===== src/rtl/dsyst_test_pkg.sv =====
// Shared definitions for the test-vector player.
//   state_e      : player FSM states
//   EXP_LSB      : bit offset of the expected response inside a memory word
//   stim_lsb()   : bit offset of the stimulus inside a memory word
//   NONE_IDX     : all-ones "no failing vector" marker (slice to width)
//   DEF_*        : default geometry and MISR polynomial
package dsyst_test_pkg;

  typedef enum logic [2:0] {
    S_IDLE,
    S_FETCH,
    S_WAIT_MEM,
    S_APPLY,
    S_COMPARE,
    S_DONE
  } state_e;

  localparam int unsigned DEF_IN_W   = 60;
  localparam int unsigned DEF_OUT_W  = 26;
  localparam int unsigned DEF_ADDR_W = 8;
  localparam logic [25:0] DEF_POLY   = 26'h2000023;

  // Expected response occupies the low bits; stimulus sits directly above it.
  localparam int unsigned EXP_LSB = 0;

  function automatic int unsigned stim_lsb(input int unsigned out_w);
    return out_w;
  endfunction

  // Wide enough for any index width in use; users take the low bits.
  localparam logic [15:0] NONE_IDX = '1;

endpackage


===== src/rtl/test_vector_player_misr.sv =====
// response_misr: multiple-input signature register over CUT responses.
//   clk, rst_n : clock, synchronous active-low reset (clears signature)
//   clr        : synchronous clear at the start of a run
//   en         : fold din into the signature this cycle
//   din        : sampled CUT response
//   sig        : current signature
module response_misr
  import dsyst_test_pkg::*;
#(
  parameter int unsigned      OUT_W = DEF_OUT_W,
  parameter logic [OUT_W-1:0] POLY  = DEF_POLY
) (
  input  logic             clk,
  input  logic             rst_n,
  input  logic             clr,
  input  logic             en,
  input  logic [OUT_W-1:0] din,
  output logic [OUT_W-1:0] sig
);

  logic [OUT_W-1:0] sig_q, sig_d;

  always_comb begin
    sig_d = sig_q;
    if (clr)
      sig_d = '0;
    else if (en)
      // Galois shift: feed back POLY when the MSB falls out, then fold in data.
      sig_d = ({sig_q[OUT_W-2:0], 1'b0} ^ (sig_q[OUT_W-1] ? POLY : '0)) ^ din;
  end

  always_ff @(posedge clk) begin
    if (!rst_n) sig_q <= '0;
    else        sig_q <= sig_d;
  end

  assign sig = sig_q;

endmodule


===== config.mk =====
export PLATFORM = sky130hd
export DESIGN_NAME = response_misr
export DESIGN_NICKNAME = d
export VERILOG_FILES = /design/src/rtl/dsyst_test_pkg.sv /design/src/rtl/test_vector_player_misr.sv
export SDC_FILE = /design/constraint.sdc
export NUM_CORES = 1
export LEC_CHECK = 0
export ABC_AREA = 1
export CAP_MARGIN = 20
export CORE_ASPECT_RATIO = 0.6
export CORE_UTILIZATION = 40
export CTS_CLUSTER_SIZE = 8
export DETAILED_ROUTE_END_ITERATION = 12
export PLACE_DENSITY = 0.76
export SYNTH_ARGS = -nofsm -noshare
export SYNTH_HDL_FRONTEND = slang
export SYNTH_SLANG_ARGS = --single-unit

===== constraint.sdc =====
create_clock -name clk -period 1 [get_ports clk]
set_input_delay 0.2 -clock clk [delete_from_list [all_inputs] [get_ports clk]]
set_output_delay 0.2 -clock clk [all_outputs]
set_load 0.01 [all_outputs]

==> flow_summary.ini <==
[placement]
place_area_mm2 = 0.002112
hpwl_um = 2312
io_buffers = 55
gp_congestion = 0.7919

[detailed_routing]
viasPerCell = 4.463
wl_per_cell_um = 11.17
drc = 0
dr.pass1.iters = 4
drtIter0Drc = 82
ant_nets = 0
drt_wl_total_um = 3430
vias = 1370

[setup_path]
crit_fanout = 2
path_buf_inv = 1
startpoint_type = flip-flop
crit_required_ns = 0.80
crit_path_max_incr_delay_ns = 0.38
endpoint_kind = primary output
critical_path_class = reg2out
crit_slowest_cell = dfxtp_2
path_cells = buf_6
cp.arrival_ns = 0.76
cp_top_family = flip-flops

[timing]
max_freq_mhz = 1043
relSlewSlack = 0.8203
tns_ns = 0
whs_ns = 0.4196
fin_crit_ns = 0.9591
finalSetupViolCount = 0
tightest_slew_ns = 0.2696
hold_viol = 0
final.period_utilization = 0.9591
fin_skew_ns = 0.002762
maxSlewViolCount = 0
rsz0062_at_grt = yes

[synth]
ys_ff_latch = 26
ys.flop_type = dfxtp_1
synth-seq-area-share = 0.3969
synth.avg_cell_area_um2 = 7.245
synth_top_area_frac = 0.3969
synth_common_cells = 45 x nor2_1, 33 x inv_1, 26 x dfxtp_1, 23 x xor2_1, 20 x o21ai_1
syn-cell-area_mm2 = 0.001311
synth-edff-count = 0
synth_cell_types = 17
synth_nets = 211
synth.most_common_cell = nor2_1
syn_inst = 181
synthTopCellsByArea = dfxtp_1 40%, xor2_1 15%, nor2_1 13%
synthArstFlopShare = 0
synth_area_leader_cell = dfxtp_1
ys_warn_count = 0

[power_and_ir_drop]
design_power_total_mw = 2.374
p_leak_nw = 1.263
worst_ir_drop_vdd_v = 0.0007764
p_per_area_mw_per_mm2 = 1119

[layout]
nNetsFinal = 296
regArea_um2 = 551.8
multi_input_area_um2 = 600.6
largest_reg_flops = 26
stdcell_area_mm2 = 0.002122
n_antenna_cell = 0
drive_above_1_share = 0.3547
nFillCells = 242
area_growth_pct = 61.83

[floorplan]
rows = 15
fp.coreArea_mm2 = 0.002984
die_h_um = 46.35
initial_core_util = 0.4394
ioPinCount = 56
die_area_mm2 = 0.003519
die_x_um = 75.92

[cts]
clk_latency_ns = 0.27
clkSinkCount = 26
cts_buffers = 3
ctsHoldBuffers = 0
path_clk_slew_ns = 0.09
cts_tree = yes
cts-root-buf = clkbuf_8
cts_max_level = 1
cts_max_path_buffers = 2

[global_route]
grt_pass1_vias = 1153
grt_overflow = 0
antenna_found_initial = 0
grt_max_degree = 18
grt_use_total = 0.2037
grt_pass1_wl_um = 5326

[worst_hold_path]
hold_path.class = in2reg

[run]
maxCapViolations = 0

[status]
status = finished clean
## final cells by class
type | instances | share of cell area
Timing Repair Buffer | 87 | 0.3461
Multi-Input combinational cell | 114 | 0.2830
Sequential cell | 26 | 0.2600
Inverter | 34 | 0.06014
Clock buffer | 4 | 0.02594
Tap cell | 42 | 0.02476
## routing by layer
layer,part of all wire,track usage,wire length (um)
met3,0.084,0.06931,287
met2,0.43,0.3273,1482
met5,0,0,0
met1,0.47,0.2646,1628
met4,0.0090,0.06154,31
## worst paths after layout
kind	from	to	slack (ns)	cells after the start
max	sig[1]$_SDFFE_PP0P_	sig[1]	0.04	1
min	din[5]	sig[5]$_SDFFE_PP0P_	0.42	7
max reg2reg	sig[25]$_SDFFE_PP0P_	sig[5]$_SDFFE_PP0P_	0.06	7
min reg2reg	sig[25]$_SDFFE_PP0P_	sig[25]$_SDFFE_PP0P_	0.62	3
## through the flow
stage / instances / setup WS, ns / utilization
final: 307 / 0.04088 / 0.7111
after global routing: 307 / -0.009507 / 0.7111
after CTS: 307 / 0.006347 / 0.7036
after detailed placement: 302 / -0.3256 / 0.7078
after global placement: 302 / -0.2941 / 0.7078
after floorplan: 181 / 0.06615 / -
## power by group
group / leakage [nW] / switching (mW) / internal, mW
combinational: 1.01 / 0.252 / 0.320
clock: 0.0288 / 0.332 / 0.352
sequential: 0.223 / 0.0263 / 1.09
total: 1.26 / 0.610 / 1.76
## cell usage in the layout, fill, tap and decap left out, types with 5 or more instances in the layout
| cell | n |
|---|---|
| xor2_1 | 23 |
| clkdlybuf4s50_1 | 27 |
| buf_2 | 25 |
| dfxtp_2 | 25 |
| buf_4 | 27 |
| nand2_1 | 9 |
| inv_1 | 32 |
| o21ai_1 | 21 |
| nand3_1 | 5 |
| nor2_1 | 44 |
## repair_timing
item / CTS / global route
setup endpoints to repair: 38 / 6
buffers inserted: 0 / 0
gates resized for setup: 130 / 9
gates cloned: 1 / 0
## cell families (layout without fill, tap and decap cells)
family / count (synthesis) / count (layout) / synth area share
simple gates: 63 / 63 / 0.1870
buf+inv: 41 / 125 / 0.1527
xor+xnor: 23 / 23 / 0.1536
flops: 26 / 26 / 0.3969
compound gates: 28 / 28 / 0.1097
Power figures use the tool's default switching activity.
